### src/rtl/pipe_cla_adder_if.sv
`default_nettype none
// ============================================================================
// Module      : pipe_cla_adder_if
// Description : Operand/result handshake bundle for pipe_cla_adder.
//               Ovf exists only when CLA_OVF_EN is defined.
// Revision    : 1.0 - initial release
// ============================================================================
interface pipe_cla_adder_if #(
    parameter int WIDTH = 16
) ();
    logic             in_valid;
    logic             in_ready;
    logic [WIDTH-1:0] A;
    logic [WIDTH-1:0] B;
    logic             Ci;
    logic             Sub;
    logic             out_valid;
    logic             out_ready;
    logic [WIDTH-1:0] S;
    logic             Co;
    logic             GG;
    logic             PG;
`ifdef CLA_OVF_EN
    logic             Ovf;

    modport master (
        output in_valid, A, B, Ci, Sub, out_ready,
        input  in_ready, out_valid, S, Co, GG, PG, Ovf
    );
    modport slave (
        input  in_valid, A, B, Ci, Sub, out_ready,
        output in_ready, out_valid, S, Co, GG, PG, Ovf
    );
`else
    modport master (
        output in_valid, A, B, Ci, Sub, out_ready,
        input  in_ready, out_valid, S, Co, GG, PG
    );
    modport slave (
        input  in_valid, A, B, Ci, Sub, out_ready,
        output in_ready, out_valid, S, Co, GG, PG
    );
`endif
endinterface
`default_nettype wire

### src/rtl/pipe_cla_adder.sv
`default_nettype none
// ============================================================================
// Module      : pipe_cla_adder
// Description : Valid/ready pipelined two-level carry-lookahead adder/subtractor
//               (LAT = 1 or 2). Define CLA_OVF_EN to add the signed-overflow output.
// Revision    : 1.0 - initial release
// ============================================================================
module pipe_cla_adder #(
    parameter int WIDTH = 16,
    parameter int LAT   = 2
) (
    input  wire logic       clk,
    input  wire logic       rst_n,
    pipe_cla_adder_if.slave bus
);
    localparam int C_NGRP = WIDTH / 4;

    function automatic logic [1:0] cla4_gp(input logic [3:0] a, input logic [3:0] b);
        logic [3:0] g;
        logic [3:0] p;
        g = a & b;
        p = a ^ b;
        return {g[3] | (p[3] & g[2]) | (p[3] & p[2] & g[1]) | (p[3] & p[2] & p[1] & g[0]), &p};
    endfunction

    function automatic logic [3:0] cla4_sum(input logic [3:0] a, input logic [3:0] b,
                                            input logic c0);
        logic [3:0] g;
        logic [3:0] p;
        logic [3:0] c;
        g    = a & b;
        p    = a ^ b;
        c[0] = c0;
        c[1] = g[0] | (p[0] & c0);
        c[2] = g[1] | (p[1] & g[0]) | (p[1] & p[0] & c0);
        c[3] = g[2] | (p[2] & g[1]) | (p[2] & p[1] & g[0]) | (p[2] & p[1] & p[0] & c0);
        return p ^ c;
    endfunction

    // ------------------------------------------------------------------------
    // Stage 1: effective operands, per-group G/P and carry-select partial sums
    // ------------------------------------------------------------------------
    logic [WIDTH-1:0]  w_beff;
    logic              w_cin_eff;
    logic [C_NGRP-1:0] w_grp_g;
    logic [C_NGRP-1:0] w_grp_p;
    logic [WIDTH-1:0]  w_grp_sum0;
    logic [WIDTH-1:0]  w_grp_sum1;

    always_comb begin
        w_beff     = bus.Sub ? ~bus.B : bus.B;
        w_cin_eff  = bus.Sub | bus.Ci;
        w_grp_g    = '0;
        w_grp_p    = '0;
        w_grp_sum0 = '0;
        w_grp_sum1 = '0;
        for (int k = 0; k < C_NGRP; k++) begin
            {w_grp_g[k], w_grp_p[k]} = cla4_gp(bus.A[4*k +: 4], w_beff[4*k +: 4]);
            w_grp_sum0[4*k +: 4]     = cla4_sum(bus.A[4*k +: 4], w_beff[4*k +: 4], 1'b0);
            w_grp_sum1[4*k +: 4]     = cla4_sum(bus.A[4*k +: 4], w_beff[4*k +: 4], 1'b1);
        end
    end

`ifdef CLA_OVF_EN
    // MSB half-sum lets stage 2 recover the carry into the MSB from the final sum bit.
    logic w_pmsb;
    assign w_pmsb = bus.A[WIDTH-1] ^ w_beff[WIDTH-1];
    logic w_s2_pmsb;
`endif

    // Operands seen by the second lookahead level
    logic              w_s2_vld;
    logic [C_NGRP-1:0] w_s2_g;
    logic [C_NGRP-1:0] w_s2_p;
    logic [WIDTH-1:0]  w_s2_sum0;
    logic [WIDTH-1:0]  w_s2_sum1;
    logic              w_s2_cin;

    logic r_out_vld_q;
    logic w_out_adv;
    assign w_out_adv = ~r_out_vld_q | bus.out_ready;

    if (LAT == 1) begin : g_lat1
        assign bus.in_ready = w_out_adv & rst_n;
        assign w_s2_vld     = bus.in_valid;
        assign w_s2_g       = w_grp_g;
        assign w_s2_p       = w_grp_p;
        assign w_s2_sum0    = w_grp_sum0;
        assign w_s2_sum1    = w_grp_sum1;
        assign w_s2_cin     = w_cin_eff;
`ifdef CLA_OVF_EN
        assign w_s2_pmsb    = w_pmsb;
`endif
    end else begin : g_lat2
        logic              r_s1_vld_q,  w_s1_vld_d;
        logic [C_NGRP-1:0] r_s1_g_q,    w_s1_g_d;
        logic [C_NGRP-1:0] r_s1_p_q,    w_s1_p_d;
        logic [WIDTH-1:0]  r_s1_sum0_q, w_s1_sum0_d;
        logic [WIDTH-1:0]  r_s1_sum1_q, w_s1_sum1_d;
        logic              r_s1_cin_q,  w_s1_cin_d;
        logic              w_s1_adv;
`ifdef CLA_OVF_EN
        logic              r_s1_pmsb_q, w_s1_pmsb_d;
`endif

        assign w_s1_adv     = ~r_s1_vld_q | w_out_adv;
        assign bus.in_ready = w_s1_adv & rst_n;

        always_comb begin
            w_s1_vld_d  = r_s1_vld_q;
            w_s1_g_d    = r_s1_g_q;
            w_s1_p_d    = r_s1_p_q;
            w_s1_sum0_d = r_s1_sum0_q;
            w_s1_sum1_d = r_s1_sum1_q;
            w_s1_cin_d  = r_s1_cin_q;
`ifdef CLA_OVF_EN
            w_s1_pmsb_d = r_s1_pmsb_q;
`endif
            if (w_s1_adv) begin
                w_s1_vld_d = bus.in_valid;
                if (bus.in_valid) begin
                    w_s1_g_d    = w_grp_g;
                    w_s1_p_d    = w_grp_p;
                    w_s1_sum0_d = w_grp_sum0;
                    w_s1_sum1_d = w_grp_sum1;
                    w_s1_cin_d  = w_cin_eff;
`ifdef CLA_OVF_EN
                    w_s1_pmsb_d = w_pmsb;
`endif
                end
            end
        end

        always_ff @(posedge clk or negedge rst_n) begin
            if (!rst_n) begin
                r_s1_vld_q  <= 1'b0;
                r_s1_g_q    <= '0;
                r_s1_p_q    <= '0;
                r_s1_sum0_q <= '0;
                r_s1_sum1_q <= '0;
                r_s1_cin_q  <= 1'b0;
`ifdef CLA_OVF_EN
                r_s1_pmsb_q <= 1'b0;
`endif
            end else begin
                r_s1_vld_q  <= w_s1_vld_d;
                r_s1_g_q    <= w_s1_g_d;
                r_s1_p_q    <= w_s1_p_d;
                r_s1_sum0_q <= w_s1_sum0_d;
                r_s1_sum1_q <= w_s1_sum1_d;
                r_s1_cin_q  <= w_s1_cin_d;
`ifdef CLA_OVF_EN
                r_s1_pmsb_q <= w_s1_pmsb_d;
`endif
            end
        end

        assign w_s2_vld  = r_s1_vld_q;
        assign w_s2_g    = r_s1_g_q;
        assign w_s2_p    = r_s1_p_q;
        assign w_s2_sum0 = r_s1_sum0_q;
        assign w_s2_sum1 = r_s1_sum1_q;
        assign w_s2_cin  = r_s1_cin_q;
`ifdef CLA_OVF_EN
        assign w_s2_pmsb = r_s1_pmsb_q;
`endif
    end

    // ------------------------------------------------------------------------
    // Stage 2: second lookahead level; every group carry is a flat sum of
    // products over group G/P, so no carry ripples from group to group.
    // ------------------------------------------------------------------------
    logic [C_NGRP:0]  w_gen;
    logic [C_NGRP:0]  w_pre;
    logic [C_NGRP:0]  w_gc;
    logic [WIDTH-1:0] w_sum;

    always_comb begin
        logic w_term;
        w_gen  = '0;
        w_pre  = '0;
        w_gc   = '0;
        w_sum  = '0;
        w_term = 1'b0;
        for (int k = 0; k <= C_NGRP; k++) begin
            w_pre[k] = 1'b1;
            for (int m = 0; m < k; m++) begin
                w_pre[k] = w_pre[k] & w_s2_p[m];
            end
            for (int j = 0; j < k; j++) begin
                w_term = w_s2_g[j];
                for (int m = j + 1; m < k; m++) begin
                    w_term = w_term & w_s2_p[m];
                end
                w_gen[k] = w_gen[k] | w_term;
            end
            w_gc[k] = w_gen[k] | (w_pre[k] & w_s2_cin);
        end
        for (int k = 0; k < C_NGRP; k++) begin
            w_sum[4*k +: 4] = w_gc[k] ? w_s2_sum1[4*k +: 4] : w_s2_sum0[4*k +: 4];
        end
    end

    // ------------------------------------------------------------------------
    // Output register
    // ------------------------------------------------------------------------
    logic             w_out_vld_d;
    logic [WIDTH-1:0] r_s_q,  w_s_d;
    logic             r_co_q, w_co_d;
    logic             r_gg_q, w_gg_d;
    logic             r_pg_q, w_pg_d;
`ifdef CLA_OVF_EN
    logic             r_ovf_q, w_ovf_d;
`endif

    always_comb begin
        w_out_vld_d = r_out_vld_q;
        w_s_d       = r_s_q;
        w_co_d      = r_co_q;
        w_gg_d      = r_gg_q;
        w_pg_d      = r_pg_q;
`ifdef CLA_OVF_EN
        w_ovf_d     = r_ovf_q;
`endif
        if (w_out_adv) begin
            w_out_vld_d = w_s2_vld;
            if (w_s2_vld) begin
                w_s_d  = w_sum;
                w_co_d = w_gc[C_NGRP];
                w_gg_d = w_gen[C_NGRP];
                w_pg_d = w_pre[C_NGRP];
`ifdef CLA_OVF_EN
                w_ovf_d = (w_s2_pmsb ^ w_sum[WIDTH-1]) ^ w_gc[C_NGRP];
`endif
            end
        end
    end

    always_ff @(posedge clk or negedge rst_n) begin
        if (!rst_n) begin
            r_out_vld_q <= 1'b0;
            r_s_q       <= '0;
            r_co_q      <= 1'b0;
            r_gg_q      <= 1'b0;
            r_pg_q      <= 1'b0;
`ifdef CLA_OVF_EN
            r_ovf_q     <= 1'b0;
`endif
        end else begin
            r_out_vld_q <= w_out_vld_d;
            r_s_q       <= w_s_d;
            r_co_q      <= w_co_d;
            r_gg_q      <= w_gg_d;
            r_pg_q      <= w_pg_d;
`ifdef CLA_OVF_EN
            r_ovf_q     <= w_ovf_d;
`endif
        end
    end

    assign bus.out_valid = r_out_vld_q;
    assign bus.S         = r_s_q;
    assign bus.Co        = r_co_q;
    assign bus.GG        = r_gg_q;
    assign bus.PG        = r_pg_q;
`ifdef CLA_OVF_EN
    assign bus.Ovf       = r_ovf_q;
`endif

endmodule
`default_nettype wire

### src/flat_wrapper.sv
// flat-port wrapper written by rule: the top's interface ports become plain ports
module pipe_cla_adder_flat 
#(
    parameter int WIDTH = 16,
    parameter int LAT   = 2
)
  (clk, rst_n, bus_in_valid, bus_A, bus_B, bus_Ci, bus_Sub, bus_out_ready, bus_in_ready, bus_out_valid, bus_S, bus_Co, bus_GG, bus_PG);
  pipe_cla_adder_if #(.WIDTH(WIDTH)) bus_i ();
  input  wire logic clk;
  input  wire logic rst_n;
  input wire logic [$bits(bus_i.in_valid)-1:0] bus_in_valid;
  input wire logic [$bits(bus_i.A)-1:0] bus_A;
  input wire logic [$bits(bus_i.B)-1:0] bus_B;
  input wire logic [$bits(bus_i.Ci)-1:0] bus_Ci;
  input wire logic [$bits(bus_i.Sub)-1:0] bus_Sub;
  input wire logic [$bits(bus_i.out_ready)-1:0] bus_out_ready;
  output wire logic [$bits(bus_i.in_ready)-1:0] bus_in_ready;
  output wire logic [$bits(bus_i.out_valid)-1:0] bus_out_valid;
  output wire logic [$bits(bus_i.S)-1:0] bus_S;
  output wire logic [$bits(bus_i.Co)-1:0] bus_Co;
  output wire logic [$bits(bus_i.GG)-1:0] bus_GG;
  output wire logic [$bits(bus_i.PG)-1:0] bus_PG;
  assign bus_i.in_valid = bus_in_valid;
  assign bus_i.A = bus_A;
  assign bus_i.B = bus_B;
  assign bus_i.Ci = bus_Ci;
  assign bus_i.Sub = bus_Sub;
  assign bus_i.out_ready = bus_out_ready;
  assign bus_in_ready = bus_i.in_ready;
  assign bus_out_valid = bus_i.out_valid;
  assign bus_S = bus_i.S;
  assign bus_Co = bus_i.Co;
  assign bus_GG = bus_i.GG;
  assign bus_PG = bus_i.PG;
  pipe_cla_adder #(.WIDTH(WIDTH), .LAT(LAT)) u_core (.clk(clk), .rst_n(rst_n), .bus(bus_i));
endmodule
### config.mk
export PLATFORM = sky130hd
export DESIGN_NAME = pipe_cla_adder_flat
export DESIGN_NICKNAME = d
export VERILOG_FILES = /design/src/rtl/pipe_cla_adder_if.sv /design/src/rtl/pipe_cla_adder.sv /design/src/flat_wrapper.sv
export SDC_FILE = /design/constraint.sdc
export NUM_CORES = 1
export LEC_CHECK = 0
export ABC_AREA = 1
export CORE_AREA = 2 2 80 90
export CTS_CLUSTER_DIAMETER = 50
export DETAILED_ROUTE_END_ITERATION = 10
export DIE_AREA = 0 0 82 92
export PLACE_DENSITY = 0.79
export SYNTH_ARGS = -nofsm -noshare
export SYNTH_HDL_FRONTEND = slang
export SYNTH_SLANG_ARGS = --single-unit
### constraint.sdc
create_clock -name clk -period 1.4 [get_ports clk]
set_input_delay 0.28 -clock clk [delete_from_list [all_inputs] [get_ports clk]]
set_output_delay 0.28 -clock clk [all_outputs]
set_load 0.02 [all_outputs]
==> impl_metrics.env, run 1 <==
export IMPL_violations="negative setup slack"
export IMPL_synthTopCellsByArea="dfrtp_1 45%, nand2_1 11%, ha_1 7.2%"
export IMPL_finalWeightedCongestion=0.768
export IMPL_fmax_mhz=701
export IMPL_yosys_top_cells_count="105 x nand2_1, 62 x dfrtp_1, 38 x inv_1"
export IMPL_start_util=0.513
export IMPL_ys_flop_type="dfrtp_1"
export IMPL_worstReg2RegEnd="u_core.g_lat2.r_s1_sum0_q[8]$_DFFE_PN0P_"
export IMPL_cap_violations=0
export IMPL_design_area_sq_um=5000
export IMPL_slew_headroom=0.493
export IMPL_vias=3076
export IMPL_synth_seq_cells=62
export IMPL_r2r_cells=5
export IMPL_grt_pass1_vias=3133
export IMPL_cts_hold_buf=0
export IMPL_rsz0062_at_grt="yes"
export IMPL_dieArea_sq_um=7540
export IMPL_cp_required_ns=1.66
export IMPL_outcome="finished with violations"
export IMPL_die_w_um=82
export IMPL_wl_per_cell_um=14.1
export IMPL_postPlaceCellArea_sq_um=4600
export IMPL_die_y_um=92
export IMPL_synth_xor_area_frac=0.0634
export IMPL_power_mw=6.78
export IMPL_path_max_fanout=8
export IMPL_powerDensity_nw_per_um2=1360
export IMPL_htree_levels=3
export IMPL_worst_pin_slew_ns=0.760
export IMPL_synth_top_family_by_area="simple AND/OR/NAND/NOR gates"
export IMPL_row_count=32
export IMPL_root_buffer="clkbuf_8"
export IMPL_antenna_found_initial=0
export IMPL_grt_pass1_wl_um=13500
export IMPL_synth_area_per_cell_sq_um=8.72
export IMPL_totalNegativeSetupSlack_ns=-0.0266
export IMPL_synth_fa_ha_area_frac=0.0957
export IMPL_netlist_area_sq_um=3450
export IMPL_yosysTopAreaCell="dfrtp_1"
export IMPL_fin_skew_ns=0.00703
export IMPL_cts_clk_slew_worst_paths_ns=0.07
export IMPL_hold_viol=0
export IMPL_path_class="in2reg"
export IMPL_drc_errors=0
export IMPL_grt_max_degree=63
export IMPL_cts_sinks=62
export IMPL_drtIter0Drc=180
export IMPL_ant_nets=0
export IMPL_reg2reg_slack_ns=0.04
export IMPL_worstSkewPairLatency_ns=0.34
export IMPL_synth_top_area_share=0.449
export IMPL_synthArstFlopShare=1.00
export IMPL_io_pins=59
export IMPL_synth_simple_area_share=0.196
export IMPL_muxShareOfSynthArea=0.0120
export IMPL_drive_above_1_share=0.264
export IMPL_arrival_ns=1.69
export IMPL_cts_buffers=9
export IMPL_fin_crit_sh=1.02
export IMPL_cts_path_max_buffers=2
export IMPL_avgViaCountPerCell=5.22
export IMPL_place_hpwl_um=5820
export IMPL_slew_violations=0
export IMPL_nNetsFinal=561
export IMPL_grt_ovfl_total=0
export IMPL_n_antenna_cell=0
export IMPL_syn_inst=396
export IMPL_drt_wl_total_um=8320
export IMPL_leakagePower_nw=2.46
export IMPL_yosysWarnings=0
export IMPL_ys_types=30
export IMPL_critPathCaptureType="flop"
export IMPL_dpl_cell_count=570
export IMPL_grt_total_usage=0.236
export IMPL_layout_setup_ws_ns=-0.0266
export IMPL_tritoncts="yes"
export IMPL_dp_slack_ns=-0.656
export IMPL_ir_worst_vdd_uv=803
export IMPL_fillers=487
export IMPL_worst_setup_path_start_kind="primary input"
export IMPL_syn_nets=458
export IMPL_drt_pass1_iter_count=4
export IMPL_coreArea_sq_um=6730
export IMPL_yosysMostFrequentCell="nand2_1"
export IMPL_hold_class="in2async"
export IMPL_min_period_ns=1.43
export IMPL_finalSetupViolations=1
export IMPL_synth_compound_area_frac=0.108
export IMPL_ys_seq_area_frac=0.449
export IMPL_port_buffer_count=58
export IMPL_reg2reg_from="u_core.g_lat2.r_s1_vld_q$_DFFE_PN0N_"
export IMPL_final_cells=589
export IMPL_syn2layout_area_growth_pct=44.8
export IMPL_synth_edff_count=0
## power breakdown
group / switching [mW] / internal, mW / total (mW)
Combinational: 1.40 / 1.11 / 2.51
Sequential: 0.300 / 2.29 / 2.59
Clock: 0.674 / 1.01 / 1.68
## placed cells by master (no fill, tap or decap), drive strengths merged
cell	netlist	final
nand3	24	24
nor2	28	28
bufinv	0	1
mux2	3	3
nand4	3	3
o21ai	32	32
ha	20	20
clkinv	0	2
dfrtp	62	62
clkdlybuf4s50	0	15
inv	41	41
clkbuf	0	15
nand2	107	107
a31oi	10	10
fa	4	4
dlygate4sd2	0	30
xor2	20	20
dlymetal6s2s	0	6
o22ai	1	1
o21a	1	1
o21bai	3	3
xnor2	5	5
nand3b	1	1
clkdlybuf4s15	0	1
buf	13	51
a21oi	17	17
a22oi	1	1
## routing by layer
metal  share of wire  GRT usage
met1            0.38      0.263
met2            0.54      0.408
met3           0.054     0.0453
met4           0.025      0.139
met5               0          0
## worst max-delay path by stage
stage | cells past startpoint | start | endpoint
floorplan | 8 | bus_Sub | u_core.g_lat2.r_s1_sum1_q[14]$_DFFE_PN0P_
global placement | 8 | bus_B[12] | u_core.g_lat2.r_s1_sum1_q[14]$_DFFE_PN0P_
detailed placement | 8 | bus_B[12] | u_core.g_lat2.r_s1_sum1_q[14]$_DFFE_PN0P_
CTS | 11 | bus_Sub | u_core.g_lat2.r_s1_sum1_q[2]$_DFFE_PN0P_
global route | 11 | bus_Sub | u_core.g_lat2.r_s1_sum1_q[6]$_DFFE_PN0P_
finish | 11 | bus_Sub | u_core.g_lat2.r_s1_sum1_q[6]$_DFFE_PN0P_
## state kept, by name, summed over array words and instances (netlist names)
signal	flops
u_core.g_lat2.r_s1_sum0_q	16
u_core.g_lat2.r_s1_sum1_q	16
u_core.g_lat2.r_s1_vld_q	1
u_core.g_lat2.r_s1_cin_q	1
u_core.bus.PG	1
u_core.bus.S	16
u_core.bus.Co	1
u_core.bus.GG	1
u_core.g_lat2.r_s1_g_q	4
u_core.g_lat2.r_s1_p_q	4
u_core.bus.out_valid	1
## logic make-up (layout without fill, tap and decap cells)
family                   Yosys count  after routing
flip-flops                        62             62
XOR/XNOR                          25             25
buffers and inverters             54            162
AND/OR/NAND/NOR                  163            163
multiplexers                       3              3
AO/OA/AOI/OAI                     65             65
adder cells (fa/ha/maj)           24             24
## repair_timing
| action | 4_1_cts | 5_1_grt |
|---|---|---|
| endpoints found under the hold margin | 0 | 0 |
| setup endpoints to repair | 55 | 31 |
| pin swaps | 32 | 21 |
| buffers inserted | 1 | 2 |
| gates resized for setup | 68 | 31 |
## critical path, cell delays in order
cell	delay [ns]
buf_12	0.12
buf_12	0.15
xnor2_4	0.15
inv_2	0.06
ha_4	0.16
fa_2	0.35
nor2_2	0.10
inv_1	0.06
nand2_1	0.06
nand2_1	0.05
a31oi_1	0.15
## metrics by stage
| step | util | hold WS, ns |
|---|---|---|
| floorplan | - | -0.0156 |
| global placement | 0.684 | 0.457 |
| detailed placement | 0.684 | 0.464 |
| CTS | 0.725 | 0.138 |
| global route | 0.743 | 0.184 |
| finish | 0.743 | 0.111 |
## layout make-up
class	count	area (sq um)	share of cell area
clock buffers	13	179	0.0358
well taps	85	106	0.0213
inverters	41	159	0.0318
clock inverters	3	40.0	0.00801
repair buffers	105	948	0.190
flip-flops and latches	62	1550	0.310
multi-input cells	280	2010	0.403
No activity file was read; power rests on OpenSTA's default activity.
==> run 2, diff against run 1 <==
--- a/config.mk
+++ b/config.mk
@@ -11,6 +11,7 @@
 export DETAILED_ROUTE_END_ITERATION = 10
 export DIE_AREA = 0 0 82 92
 export PLACE_DENSITY = 0.79
+export REMOVE_ABC_BUFFERS = 1
 export SYNTH_ARGS = -nofsm -noshare
 export SYNTH_HDL_FRONTEND = slang
 export SYNTH_SLANG_ARGS = --single-unit
==> impl_metrics.env, run 2 (synthesized netlist as in run 1, its figures left out) <==
export IMPL_outcome="finished with violations"
export IMPL_violations="negative setup slack"
export IMPL_fmax_mhz=692
export IMPL_drtIter0Drc=270
export IMPL_ir_worst_vdd_uv=832
export IMPL_slew_violations=0
export IMPL_port_buffer_count=58
export IMPL_cts_sinks=62
export IMPL_fillers=476
export IMPL_leakagePower_nw=2.50
export IMPL_cts_hold_buf=0
export IMPL_finalSetupViolations=4
export IMPL_place_hpwl_um=5610
export IMPL_cp_required_ns=1.62
export IMPL_path_class="in2reg"
export IMPL_antenna_found_initial=0
export IMPL_root_buffer="clkbuf_8"
export IMPL_hold_class="in2async"
export IMPL_io_pins=59
export IMPL_coreArea_sq_um=6730
export IMPL_drive_above_1_share=0.294
export IMPL_fin_crit_sh=1.03
export IMPL_final_cell_mix="101 x nand2_1, 62 x dfrtp_1, 48 x buf_4, 30 x inv_1, 28 x dlygate4sd2_1"
export IMPL_die_y_um=92
export IMPL_layout_commonest_cell="nand2_1"
export IMPL_avgViaCountPerCell=5.20
export IMPL_worst_setup_path_start_kind="primary input"
export IMPL_tritoncts="yes"
export IMPL_grt_ovfl_total=0
export IMPL_worstSkewPairLatency_ns=0.33
export IMPL_worst_pin_slew_ns=0.764
export IMPL_die_w_um=82
export IMPL_power_mw=6.77
export IMPL_vias=3112
export IMPL_hold_slack_ns=0.124
export IMPL_rsz0062_at_grt="yes"
export IMPL_dieArea_sq_um=7540
export IMPL_cap_violations=0
export IMPL_slew_headroom=0.491
export IMPL_grt_total_usage=0.228
export IMPL_grt_max_degree=63
export IMPL_cts_path_max_buffers=2
export IMPL_drt_pass1_iter_count=4
export IMPL_finalWeightedCongestion=0.800
export IMPL_fin_skew_ns=0.00567
export IMPL_n_antenna_cell=0
export IMPL_syn2layout_area_growth_pct=47.4
export IMPL_htree_levels=3
export IMPL_row_count=32
export IMPL_cts_buffers=9
export IMPL_start_util=0.513
export IMPL_powerDensity_nw_per_um2=1330
export IMPL_cts_clk_slew_worst_paths_ns=0.07
export IMPL_arrival_ns=1.67
export IMPL_drt_wl_total_um=8830
export IMPL_drc_errors=0
export IMPL_min_period_ns=1.44
export IMPL_nNetsFinal=570
export IMPL_layout_setup_ws_ns=-0.0441
export IMPL_grt_pass1_wl_um=13200
export IMPL_wl_per_cell_um=14.8
export IMPL_path_max_fanout=6
export IMPL_hold_viol=0
export IMPL_critPathCaptureType="flop"
export IMPL_ant_nets=0
export IMPL_reg2reg_slack_ns=0.07
export IMPL_grt_pass1_vias=2990
==> run 2: changes by cell type in the layout (fill, tap and decap cells not counted), sizes merged <==
cell           change
clkbuf             -1
clkinv             -1
dlygate4sd2        -2
clkdlybuf4s15      +1
buf               +11
clkinvlp           +1
==> run 2: critical path: stages <==
cell	delay, ns
buf_12	0.11
buf_12	0.14
buf_8	0.13
buf_4	0.13
xor2_1	0.16
ha_2	0.39
xor2_2	0.15
nand2_1	0.07
nand2_1	0.07
nand2_1	0.05
==> run 2: area by class of cell <==
type / instances / area, sq um / share of cell area
clock buffer: 13 / 159 / 0.0312
clock inverter: 3 / 42.5 / 0.00836
inverter: 41 / 156 / 0.0307
multi-input combinational: 280 / 2020 / 0.397
tap: 85 / 106 / 0.0209
sequential: 62 / 1550 / 0.305
timing repair buffer: 114 / 1050 / 0.207
==> run 2: path summary, 6_finish.rpt <==
check,cells after the start,end,start
max,10,u_core.g_lat2.r_s1_sum1_q[3]$_DFFE_PN0P_,bus_Sub
min,2,u_core.g_lat2.r_s1_sum1_q[14]$_DFFE_PN0P_,rst_n
max reg2reg,5,u_core.g_lat2.r_s1_sum0_q[8]$_DFFE_PN0P_,u_core.g_lat2.r_s1_vld_q$_DFFE_PN0N_
min reg2reg,2,u_core.bus.S[14]$_DFFE_PN0P_,u_core.bus.S[14]$_DFFE_PN0P_
max in group asynchronous,2,u_core.bus.S[5]$_DFFE_PN0P_,rst_n
min in group clk,5,u_core.bus.out_valid$_DFFE_PN0P_,bus_out_ready
==> run 2: timing repair <==
action | CTS | global route
setup endpoints to repair | 61 | 27
gates resized for setup | 95 | 58
buffers inserted | 3 | 7
hold endpoints to repair | 0 | 0
pin swaps | 41 | 30
gates cloned | 0 | 0
==> run 2: where the power goes <==
part	leakage (nW)	internal, mW	switching (mW)	total, mW
sequential	0.743	2.29	0.298	2.59
clock	0.0996	0.918	0.655	1.57
combinational	1.66	1.18	1.43	2.61
total	2.50	4.39	2.38	6.77
==> run 2: through the flow <==
step | util | cells | setup WS, ns | cell area, sq um | setup TNS [ns]
after global routing | 0.757 | 598 | -0.157 | 5090 | -0.836
after CTS | 0.711 | 591 | -0.0175 | 4780 | -0.0207
final | 0.757 | 598 | -0.0441 | 5090 | -0.0736
after floorplan | - | 383 | -0.280 | 3350 | -6.21
after detailed placement | 0.656 | 572 | -0.881 | 4410 | -31.15
after global placement | 0.656 | 572 | -0.831 | 4410 | -29.36
==> run 2: per-layer routing <==
layer | GRT usage | wire length, um
met1 | 0.269 | 3320
met2 | 0.399 | 4940
met3 | 0.0344 | 369
met4 | 0.104 | 206
met5 | 0 | 0
==> run 3, diff against run 2 <==
==> constraint.sdc (replaced) <==
create_clock -name clk -period 1.4 [get_ports clk]
set_input_delay 0.14 -clock clk [delete_from_list [all_inputs] [get_ports clk]]
set_output_delay 0.14 -clock clk [all_outputs]
set_load 0.02 [all_outputs]
==> impl_metrics.env, run 3 (synthesized netlist as in run 1, its figures left out) <==
export IMPL_outcome="finished with violations"
export IMPL_violations="negative hold slack"
export IMPL_fin_crit_sh=0.979
export IMPL_wl_per_cell_um=14.1
export IMPL_hold_viol=13
export IMPL_htree_levels=3
export IMPL_dieArea_sq_um=7540
export IMPL_critPathCaptureType="flop"
export IMPL_vias=3057
export IMPL_grt_pass1_wl_um=12700
export IMPL_ant_nets=0
export IMPL_grt_pass1_vias=3008
export IMPL_start_util=0.513
export IMPL_worst_pin_slew_ns=0.758
export IMPL_ir_worst_vdd_uv=998
export IMPL_layout_commonest_cell="nand2_1"
export IMPL_grt_ovfl_total=0
export IMPL_root_buffer="clkbuf_8"
export IMPL_port_buffer_count=58
export IMPL_cts_clk_slew_worst_paths_ns=0.07
export IMPL_hold_slack_ns=-0.0150
export IMPL_final_cells=596
export IMPL_final_cell_mix="101 x nand2_1, 62 x dfrtp_1, 49 x buf_4, 33 x inv_1"
export IMPL_powerDensity_nw_per_um2=1400
export IMPL_path_max_fanout=3
export IMPL_tritoncts="yes"
export IMPL_hold_class="in2async"
export IMPL_n_antenna_cell=0
export IMPL_avgViaCountPerCell=5.13
export IMPL_cp_required_ns=1.63
export IMPL_totalNegativeSetupSlack_ns=0
export IMPL_r2r_cells=4
export IMPL_syn2layout_area_growth_pct=42.8
export IMPL_die_w_um=82
export IMPL_grt_max_degree=63
export IMPL_finalSetupViolations=0
export IMPL_cts_path_max_buffers=2
export IMPL_min_period_ns=1.37
export IMPL_worstSkewPairLatency_ns=0.34
export IMPL_fin_skew_ns=0.00712
export IMPL_leakagePower_nw=2.47
export IMPL_nNetsFinal=568
export IMPL_slew_violations=0
export IMPL_rsz0062_at_grt="yes"
export IMPL_coreArea_sq_um=6730
export IMPL_slew_headroom=0.495
export IMPL_finalWeightedCongestion=0.795
export IMPL_drtIter0Drc=168
export IMPL_place_hpwl_um=5820
export IMPL_drive_above_1_share=0.252
export IMPL_arrival_ns=1.60
export IMPL_dpl_cell_count=571
export IMPL_final_util=0.733
export IMPL_cap_violations=0
export IMPL_path_class="in2reg"
export IMPL_drt_pass1_iter_count=4
export IMPL_worst_setup_path_start_kind="primary input"
export IMPL_io_pins=59
export IMPL_cts_buffers=9
export IMPL_cts_sinks=62
export IMPL_grt_total_usage=0.219
export IMPL_fmax_mhz=730
export IMPL_drt_wl_total_um=8390
export IMPL_row_count=32
export IMPL_die_y_um=92
export IMPL_drc_errors=0
export IMPL_antenna_found_initial=0
[run 3: cell count changes in the layout (fill, tap and decap cells not counted), sizes merged]
cell / change
buf: -6
clkbuf: +1
clkinvlp: -1
clkdlybuf4s50: +10
dlymetal6s2s: -1
bufinv: +1
clkdlybuf4s15: -2
dlygate4sd2: -4
[run 3: metal layers]
metal,track usage,routed length [um],part of all wire,vias to the layer above
met5,0,0,0,-
met4,0.107,204,0.024,0
met3,0.0285,287,0.034,18
met2,0.398,4560,0.54,79
met1,0.243,3340,0.40,1471
li1,-,-,-,1489
[run 3: what timing repair did]
| item | 4_1_cts | 5_1_grt |
|---|---|---|
| setup buffers | 2 | 7 |
| endpoints found under the setup margin | 59 | 21 |
| endpoints found under the hold margin | 0 | 0 |
| pin swaps | 8 | 22 |
| gates cloned | 0 | 0 |
| hold buffers | 0 | 0 |
| gates resized for setup | 53 | 47 |
[run 3: worst max-delay path, stage by stage]
cell             delay [ns]
clkdlybuf4s50_1        0.42
xor2_1                 0.15
ha_1                   0.35
nand2_2                0.10
inv_4                  0.08
nand2_1                0.08
nand3_1                0.08
nand2_1                0.05
nand3_1                0.09
nand2_1                0.06
[run 3: final cells by class]
type,instances,area (sq um)
clock buffers,13,169
clock inverters,3,65.1
fillers,489,1800
inverters,41,156
multi-input cells,280,1880
flip-flops and latches,62,1550
well taps,85,106
repair buffers,112,1000
[run 3: through the flow]
step	area (sq um)	setup slack (ns)	power, mW	hold slack [ns]
detailed placement	4390	-0.788	5.06	0.384
CTS	4730	0.000912	6.76	0.0205
finish	4930	0.0298	6.90	-0.0150
global route	4930	-0.0383	7.28	0.0542
global placement	4390	-0.692	4.96	0.389
floorplan	3350	-0.280	3.88	-0.156
[run 3: path summary, 6_finish.rpt]
kind	startpoint	slack [ns]	end
max reg2reg	u_core.g_lat2.r_s1_cin_q$_DFFE_PN0P_	0.11	u_core.bus.S[4]$_DFFE_PN0P_
min reg2reg	u_core.bus.S[15]$_DFFE_PN0P_	0.48	u_core.bus.S[15]$_DFFE_PN0P_
min	rst_n	-0.02	u_core.g_lat2.r_s1_sum1_q[13]$_DFFE_PN0P_
max in group asynchronous	rst_n	0.91	u_core.bus.GG$_DFFE_PN0P_
max	bus_B[14]	0.03	u_core.g_lat2.r_s1_sum1_q[15]$_DFFE_PN0P_
min in group clk	bus_Sub	0.24	u_core.g_lat2.r_s1_cin_q$_DFFE_PN0P_
[run 3: power breakdown]
| part | internal (mW) | leakage [nW] | switching, mW | total [mW] |
|---|---|---|---|---|
| sequential | 2.29 | 0.743 | 0.295 | 2.59 |
| combinational | 1.11 | 1.61 | 1.37 | 2.48 |
| clock | 1.15 | 0.120 | 0.686 | 1.83 |
